## src/rtl/counter_share_arbiter_if.sv

```systemverilog
`default_nettype none
// ============================================================================
// Module   : counter_share_arbiter_if
// Purpose  : Request/grant bundle between timing clients and the shared
//            counter arbiter.
// Revision : 1.0 - initial release
// ============================================================================
interface counter_share_arbiter_if #(
    parameter int NUM_REQ = 4,
    parameter int CNT_W   = 4
);
    logic [NUM_REQ-1:0]       req;
    logic [NUM_REQ*CNT_W-1:0] req_len;
    logic [NUM_REQ-1:0]       grant;
    logic                     busy;
    logic [CNT_W-1:0]         cnt_value;
    logic [NUM_REQ-1:0]       done;
    logic                     abort_flag;

    modport master (
        output req, req_len,
        input  grant, busy, cnt_value, done, abort_flag
    );

    modport slave (
        input  req, req_len,
        output grant, busy, cnt_value, done, abort_flag
    );
endinterface
`default_nettype wire

```

## src/rtl/counter_share_arbiter.sv

```systemverilog
`default_nettype none
// ============================================================================
// Module   : counter_share_arbiter
// Purpose  : Round-robin arbiter sharing one up counter among NUM_REQ clients.
//            Define CNT_ARB_FIXED_PRIO_EN for lowest-index fixed priority.
// Revision : 1.0 - initial release
// ============================================================================
module counter_share_arbiter #(
    parameter int NUM_REQ = 4,
    parameter int CNT_W   = 4
) (
    input  logic                    clk,
    input  logic                    clear_n,
    counter_share_arbiter_if.slave  bus
);
    localparam int PTR_W = (NUM_REQ > 1) ? $clog2(NUM_REQ) : 1;

    localparam logic [1:0] c_IDLE  = 2'd0;
    localparam logic [1:0] c_COUNT = 2'd1;
    localparam logic [1:0] c_DONE  = 2'd2;

    localparam logic [NUM_REQ-1:0] c_ONE = {{(NUM_REQ-1){1'b0}}, 1'b1};

    logic [1:0]         r_state;
    logic [PTR_W-1:0]   r_owner;
    logic [PTR_W-1:0]   w_winner;
    logic [CNT_W-1:0]   r_target;
    logic [CNT_W-1:0]   r_cnt;
    logic [NUM_REQ-1:0] r_grant;
    logic [NUM_REQ-1:0] r_done;
    logic               r_busy;
    logic               r_abort;
    logic               w_owner_req;

    assign w_owner_req = bus.req[r_owner];

`ifdef CNT_ARB_FIXED_PRIO_EN
    always_comb begin
        w_winner = '0;
        for (int i = NUM_REQ - 1; i >= 0; i--) begin
            if (bus.req[i]) begin
                w_winner = PTR_W'(i);
            end
        end
    end
`else
    logic [PTR_W-1:0] r_ptr;

    // Scan farthest-first so the candidate nearest to ptr+1 overrides.
    always_comb begin
        w_winner = r_ptr;
        for (int k = NUM_REQ; k >= 1; k--) begin
            if (bus.req[(int'(r_ptr) + k) % NUM_REQ]) begin
                w_winner = PTR_W'((int'(r_ptr) + k) % NUM_REQ);
            end
        end
    end

    always_ff @(posedge clk or negedge clear_n) begin
        if (!clear_n) begin
            r_ptr <= PTR_W'(NUM_REQ - 1);
        end else if ((r_state == c_COUNT && !w_owner_req) || r_state == c_DONE) begin
            r_ptr <= r_owner;
        end
    end
`endif

    always_ff @(posedge clk or negedge clear_n) begin
        if (!clear_n) begin
            r_state  <= c_IDLE;
            r_owner  <= '0;
            r_target <= '0;
            r_cnt    <= '0;
            r_grant  <= '0;
            r_done   <= '0;
            r_busy   <= 1'b0;
            r_abort  <= 1'b0;
        end else begin
            case (r_state)
                c_IDLE: begin
                    r_cnt   <= '0;
                    r_done  <= '0;
                    r_abort <= 1'b0;
                    if (|bus.req) begin
                        r_state  <= c_COUNT;
                        r_owner  <= w_winner;
                        r_grant  <= c_ONE << w_winner;
                        r_target <= bus.req_len[int'(w_winner)*CNT_W +: CNT_W];
                        r_busy   <= 1'b1;
                    end else begin
                        r_grant <= '0;
                        r_busy  <= 1'b0;
                    end
                end
                c_COUNT: begin
                    if (!w_owner_req) begin
                        r_abort <= 1'b1;
                        r_grant <= '0;
                        r_cnt   <= '0;
                        r_busy  <= 1'b0;
                        r_state <= c_IDLE;
                    end else if (r_cnt == r_target) begin
                        r_done  <= r_grant;
                        r_state <= c_DONE;
                    end else begin
                        r_cnt <= r_cnt + CNT_W'(1);
                    end
                end
                c_DONE: begin
                    r_done  <= '0;
                    r_grant <= '0;
                    r_cnt   <= '0;
                    r_busy  <= 1'b0;
                    r_state <= c_IDLE;
                end
                default: begin
                    r_state <= c_IDLE;
                    r_grant <= '0;
                    r_done  <= '0;
                    r_cnt   <= '0;
                    r_busy  <= 1'b0;
                    r_abort <= 1'b0;
                end
            endcase
        end
    end

    assign bus.grant      = r_grant;
    assign bus.busy       = r_busy;
    assign bus.cnt_value  = r_cnt;
    assign bus.done       = r_done;
    assign bus.abort_flag = r_abort;

endmodule
`default_nettype wire

```

## src/flat_wrapper.sv

```systemverilog
// flat-port wrapper written by rule: the top's interface ports become plain ports
module counter_share_arbiter_flat 
#(
    parameter int NUM_REQ = 4,
    parameter int CNT_W   = 4
)
  (clk, clear_n, bus_req, bus_req_len, bus_grant, bus_busy, bus_cnt_value, bus_done, bus_abort_flag);
  counter_share_arbiter_if #(.NUM_REQ(NUM_REQ), .CNT_W(CNT_W)) bus_i ();
  input  logic clk;
  input  logic clear_n;
  input wire logic [$bits(bus_i.req)-1:0] bus_req;
  input wire logic [$bits(bus_i.req_len)-1:0] bus_req_len;
  output wire logic [$bits(bus_i.grant)-1:0] bus_grant;
  output wire logic [$bits(bus_i.busy)-1:0] bus_busy;
  output wire logic [$bits(bus_i.cnt_value)-1:0] bus_cnt_value;
  output wire logic [$bits(bus_i.done)-1:0] bus_done;
  output wire logic [$bits(bus_i.abort_flag)-1:0] bus_abort_flag;
  assign bus_i.req = bus_req;
  assign bus_i.req_len = bus_req_len;
  assign bus_grant = bus_i.grant;
  assign bus_busy = bus_i.busy;
  assign bus_cnt_value = bus_i.cnt_value;
  assign bus_done = bus_i.done;
  assign bus_abort_flag = bus_i.abort_flag;
  counter_share_arbiter #(.NUM_REQ(NUM_REQ), .CNT_W(CNT_W)) u_core (.clk(clk), .clear_n(clear_n), .bus(bus_i));
endmodule
```

## config.mk

```make
export PLATFORM = sky130hd
export DESIGN_NAME = counter_share_arbiter_flat
export DESIGN_NICKNAME = d
export VERILOG_FILES = /design/src/rtl/counter_share_arbiter_if.sv /design/src/rtl/counter_share_arbiter.sv /design/src/flat_wrapper.sv
export SDC_FILE = /design/constraint.sdc
export NUM_CORES = 1
export LEC_CHECK = 0
export ABC_AREA = 0
export CAP_MARGIN = 20
export CORE_MARGIN = 3
export CORE_UTILIZATION = 40
export CTS_BUF_LIST = sky130_fd_sc_hd__clkbuf_16
export DETAILED_ROUTE_END_ITERATION = 10
export PLACE_DENSITY = 0.79
export SETUP_SLACK_MARGIN = 0.5
export SLEW_MARGIN = 20
export SYNTH_ARGS = -nofsm -noshare
export SYNTH_HDL_FRONTEND = slang
export SYNTH_SLANG_ARGS = --single-unit
export TNS_END_PERCENT = 1
```

## constraint.sdc

```tcl
create_clock -name clk -period 4.4 [get_ports clk]
set_input_delay 0.66 -clock clk [delete_from_list [all_inputs] [get_ports clk]]
set_output_delay 0.66 -clock clk [all_outputs]
set_load 0.01 [all_outputs]
```

==> results of run 1 <==
power by group through the flow:
stage	sequential (mW)	combinational, mW	clock (mW)
after floorplan	0.374	0.317	0
after global placement	0.371	0.452	0
after detailed placement	0.374	0.470	0
after CTS	0.371	0.473	0.194
after global routing	0.385	0.519	0.202
final	0.371	0.469	0.190
cells in the final DEF (no fill, tap or decap), types with 3 or more instances in the layout:
cell / instances
nor2b_1: 4
xor2_1: 6
a211oi_1: 4
clkbuf_16: 3
dfrtp_1: 22
nand2_1: 3
nand2b_1: 4
o21ai_1: 5
clkdlybuf4s50_1: 34
mux2i_1: 9
nor2_1: 17
and2_1: 6
final cells by class:
cell class	count	area (um^2)	area share
clock inverters	1	3.75	0.00217
well taps	42	52.6	0.0303
inverters	2	7.51	0.00434
clock buffers	3	75.1	0.0434
multi-input cells	87	644	0.372
repair buffers	35	345	0.199
flip-flops and latches	24	603	0.348
final timing paths:
check / slack, ns / to / from
min: 0.38 / u_core.bus.cnt_value[3]$_DFFE_PN0P_ / clear_n
max: 1.80 / u_core.r_target[2]$_DFFE_PN0P_ / bus_req[0]
max in group asynchronous: 3.66 / u_core.r_ptr[0]$_DFFE_PN1P_ / clear_n
min in group clk: 0.48 / u_core.bus.busy$_DFFE_PN0P_ / u_core.bus.busy$_DFFE_PN0P_
max reg2reg: 2.43 / u_core.r_target[2]$_DFFE_PN0P_ / u_core.r_state[1]$_DFFE_PN0P_
min reg2reg: 0.48 / u_core.bus.busy$_DFFE_PN0P_ / u_core.bus.busy$_DFFE_PN0P_
flip-flops by register name (all words and copies together), names as in the netlist:
signal	flops
u_core.r_owner	2
u_core.bus.busy	1
u_core.bus.cnt_value	4
u_core.bus.done	4
u_core.r_ptr	2
u_core.r_state	2
u_core.bus.abort_flag	1
u_core.r_target	4
u_core.bus.grant	4
cell families (layout without fill, tap and decap cells):
| group | after synthesis | after routing | synth area share |
|---|---|---|---|
| xor gates and xnor gates | 6 | 6 | 0.0413 |
| AOI/OAI and AO/OA | 26 | 26 | 0.159 |
| adders and majority gates | 1 | 1 | 0.00984 |
| and+or+nand+nor | 42 | 42 | 0.190 |
| buffers and inverters | 5 | 41 | 0.0187 |
| DFF | 24 | 24 | 0.474 |
| muxes | 12 | 12 | 0.106 |
Yosys cell counts (all sizes together), types with 2 or more instances:
master	n	area share
inv	2	0.0059
o21bai	2	0.012
buf	2	0.0098
a221oi	4	0.037
mux2	2	0.018
and2	6	0.030
o21ai	7	0.031
nand2b	4	0.020
nand2	4	0.018
nand3	2	0.012
a211oi	5	0.033
a22o	2	0.014
nor2b	5	0.027
nor2	17	0.050
o21a	2	0.012
a21o	2	0.012
dfrtp	22	0.43
dfstp	2	0.041
xor2	6	0.041
mux2i	9	0.071
through the flow:
| step | cells | util | worst slack (ns) | total power, mW |
|---|---|---|---|---|
| detailed placement | 190 | 0.572 | 1.61 | 0.844 |
| floorplan | 116 | - | 2.65 | 0.690 |
| CTS | 194 | 0.599 | 1.85 | 1.04 |
| global placement | 190 | 0.572 | 1.69 | 0.823 |
| global route | 194 | 0.597 | 1.66 | 1.11 |
| finish | 194 | 0.597 | 1.80 | 1.03 |
metal layers:
| layer | part of all wire | global-route usage |
|---|---|---|
| met1 | 0.42 | 0.203 |
| met5 | 0 | 0 |
| met2 | 0.48 | 0.270 |
| met3 | 0.064 | 0.0252 |
| met4 | 0.033 | 0.0909 |
==> run metrics, run 1 <==
status=finished clean; Hold Fails Final Rpt=0; final slew viol count=0; crit-path max FO=12; initial antenna violation count=0; Final ANT Viol Nets=0; largest net degree at the start of global routing=25; HPWL after DPL=2230 um; grt ovf=0; Hold WS=0.382 ns; Residual DRC=0; Yosys cell types=38; fin area=1730 um^2; clk_lat worst skew=0.25 ns; CP delay by family, top=compound AO/OA/AOI/OAI gates; Hold-fix buffers, CTS=0; ys async rst share=1.00; DRT Pass-1 Iters=4; CTS Buffer Depth=2; die area=3890 um^2; Crit path buffers/inverters=1; Clk pwr share=0.185; # diodes=0; Worst-Margin Slew=0.732 ns; switching share of power=0.373; num rows=19; syn_nets=139; Final period util=0.590; routability cong.=0.853; post-route minimum period=2.60 ns; startpoint types=input pin; Slew Limit Headroom=0.511; number of global-route vias before repair=1097; Layout Nets=176; Via-to-Cell Ratio=5.33; fmax=0.385 GHz; Hold Path Class=input pin to async pin; layout cell share with drive strength beyond 1=0.112; via count=1034; Worst Skew=0.00250 ns; Syn Area/Cell=11.0 um^2; die width=62.4 um; CTS sink cnt=24; Clk Tree Root Cell=clkbuf_16; CTS resizes=0; Post-Synthesis Cells=116; Post-synth top flop=dfrtp_1; clock slew at reported path FFs=0.06 ns; switching power=0.385 mW; Detailed Route Iter0 Violations=55; Setup Crit Path Kind=input pin to flip-flop; post-CTS setup buffer count=0; Pwr per Cell Area=595 nW/um^2; P&R area growth vs syn=36.2%; worst path arrival time=2.72 ns; FILL cells=248; port bufs=35; CP Data Required Time=4.52 ns; DR WL/cell=14.8 um; Crit. End Element=flip-flop; number of synthesis warnings=0; worst vdd ir=0.233 mV; H-tree levels=1; unrepaired setup endpoints after global routing=no; number of max-cap violations=0; CTS tree=done; leakage power=0.759 nW; Core Area=2900 um^2; sequential share of the synthesized area=0.474; Seq pwr share=0.360; Internal Power=0.645 mW; Critical Path Slowest Stage Cell=a211oi_2; Logic pwr share=0.456; placed cell area=1660 um^2; flops & latches, synth=24; crit-path cells=clkdlybuf4s50_1, nor2_1, a211oi_2, o21ai_0, a221oi_1, a211oi_1; final WL=2880 um; Final setup viols=0; Crit. path cell count=6; CTS buffer count=3; gr usage total=0.163; Die Y=62.4 um; EDFF count, synth=0; Worst Reg-to-Reg Cells=4; I/O pin cnt=36; Setup TNS=0 ns; first-pass GRT wire length=5060 um; CP peak stage delay=0.65 ns; mapped cell area=1270 um^2; Initial Util=0.438
(Power assumes the default switching activity.)
==> run 2, diff against run 1 <==
clock period = 2.5 ns   (was 4.4 ns; I/O delays follow)
==> run metrics, run 2 (synthesis results as in run 1) <==
I/O pin cnt=36 (unchanged); final WL=2890 um (+0.49%); Worst Skew=0.00394 ns (+0.00144 ns); Die Y=62.4 um (unchanged); Final period util=0.777; HPWL after DPL=2190 um (-2.0%); die width=62.4 um (unchanged); number of max-cap violations=0 (unchanged); startpoint types=input pin; fmax=0.515 GHz; leakage power=0.819 nW (+8.0%); Residual DRC=0 (unchanged); Worst-Margin Slew=0.599 ns (-0.133 ns); CTS Buffer Depth=2 (unchanged); fin area=1810 um^2 (+4.4%); worst vdd ir=0.507 mV (+120%); first-pass GRT wire length=4920 um (-2.9%); fin util=0.623 (+0.0263); Crit. End Element=flip-flop; final slew viol count=0 (unchanged); Hold Fails Final Rpt=0 (unchanged); num rows=19 (unchanged); Final ANT Viol Nets=0 (unchanged); H-tree levels=1 (unchanged); CTS sink cnt=24 (unchanged); # diodes=0 (unchanged); Detailed Route Iter0 Violations=42 (-24%); clk_lat worst skew=0.26 ns (about the same); status=finished clean; Initial Util=0.438 (unchanged); Final setup viols=0 (unchanged); commonest non-fill, non-tap cell in the layout=clkdlybuf4s50_1; Setup Crit Path Kind=input pin to flip-flop; Via-to-Cell Ratio=5.28 (-0.88%); commonest non-fill, non-tap cells in the layout=clkdlybuf4s50_1, dfrtp_1, nor2_1, mux2i_1; post-route minimum period=1.94 ns; Hold-fix buffers, CTS=0 (unchanged); largest net degree at the start of global routing=25 (unchanged); routability cong.=0.805 (-5.6%); worst path arrival time=2.08 ns (-0.64 ns); port bufs=35 (unchanged); crit-path max FO=6 (-6); Hold WS=0.473 ns (+0.0911 ns); clock slew at reported path FFs=0.06 ns (about the same); P&R area growth vs syn=42.2%; Layout Nets=180 (+2.3%); die area=3890 um^2 (unchanged); Pwr per Cell Area=1090 nW/um^2 (+84%); layout cell share with drive strength beyond 1=0.135 (+0.0228); placed cell area=1670 um^2 (+0.91%); grt ovf=0 (unchanged); number of global-route vias before repair=1035 (-5.7%); CTS buffer count=3 (unchanged); Slew Limit Headroom=0.598 (+0.0865); Clk Tree Root Cell=clkbuf_16; DRT Pass-1 Iters=4 (unchanged); initial antenna violation count=0 (unchanged); Hold Path Class=input pin to async pin; via count=1046 (+1.2%); CP Data Required Time=2.64 ns (-1.88 ns); CTS tree=done; gr usage total=0.158 (-0.00473); DR WL/cell=14.6 um (-1.5%); Setup TNS=0 ns (unchanged); FILL cells=245 (-1.2%); unrepaired setup endpoints after global routing=yes; Core Area=2900 um^2 (unchanged)
run 2: final timing paths:
kind / startpoint / end / slack, ns / cells after the start
setup / recovery: bus_req[1] / u_core.r_target[1]$_DFFE_PN0P_ / 0.56 / 6
min in group clk: u_core.bus.busy$_DFFE_PN0P_ / u_core.bus.busy$_DFFE_PN0P_ / 0.48 / 1
hold reg to reg: u_core.bus.busy$_DFFE_PN0P_ / u_core.bus.busy$_DFFE_PN0P_ / 0.48 / 1
setup reg to reg: u_core.r_ptr[0]$_DFFE_PN1P_ / u_core.r_target[2]$_DFFE_PN0P_ / 0.71 / 5
hold / removal: clear_n / u_core.bus.done[1]$_DFFE_PN0P_ / 0.47 / 2
max in group asynchronous: clear_n / u_core.r_ptr[0]$_DFFE_PN1P_ / 1.73 / 2
run 2: what timing repair did:
action                     4_1_cts  5_1_grt
setup endpoints to repair        0        4
resized for setup                0        4
setup buffers                    0        2
hold endpoints to repair         0        0
run 2: final cells by class:
class	instances	area, um^2	area share
inverters	2	7.51	0.00415
multi-input cells	87	652	0.361
repair buffers	39	388	0.215
clock buffers	3	75.1	0.0415
flip-flops and latches	24	603	0.334
clock inverters	1	30.0	0.0166
well taps	42	52.6	0.0291
run 2: metrics by stage:
stage          total power [mW]  instances  setup slack (ns)
2_1_floorplan              1.21        116             0.906
3_3_place_gp               1.46        192             0.350
3_5_place_dp               1.49        192             0.262
4_1_cts                    1.95        196             0.521
5_1_grt                    2.10        198             0.449
6_report                   1.98        198             0.558
run 2: metal layers:
layer / GRT usage / share of wire / vias to the layer above
li1: - / - / 496
met1: 0.205 / 0.42 / 499
met2: 0.255 / 0.49 / 46
met3: 0.0252 / 0.068 / 5
met4: 0.0826 / 0.022 / 0
met5: 0 / 0 / -
run 2: report_power, final:
part           switching [mW]  internal, mW  leakage (nW)  total (mW)
Combinational           0.452         0.420         0.467       0.872
Clock                   0.135         0.318        0.0511       0.453
Sequential              0.117         0.537         0.301       0.654
run 2: worst max-delay path: stages:
cell,delay [ns]
clkdlybuf4s50_1,0.52
nor2_1,0.08
a211oi_2,0.36
or3b_4,0.47
a221oi_2,0.19
a211oi_1,0.08
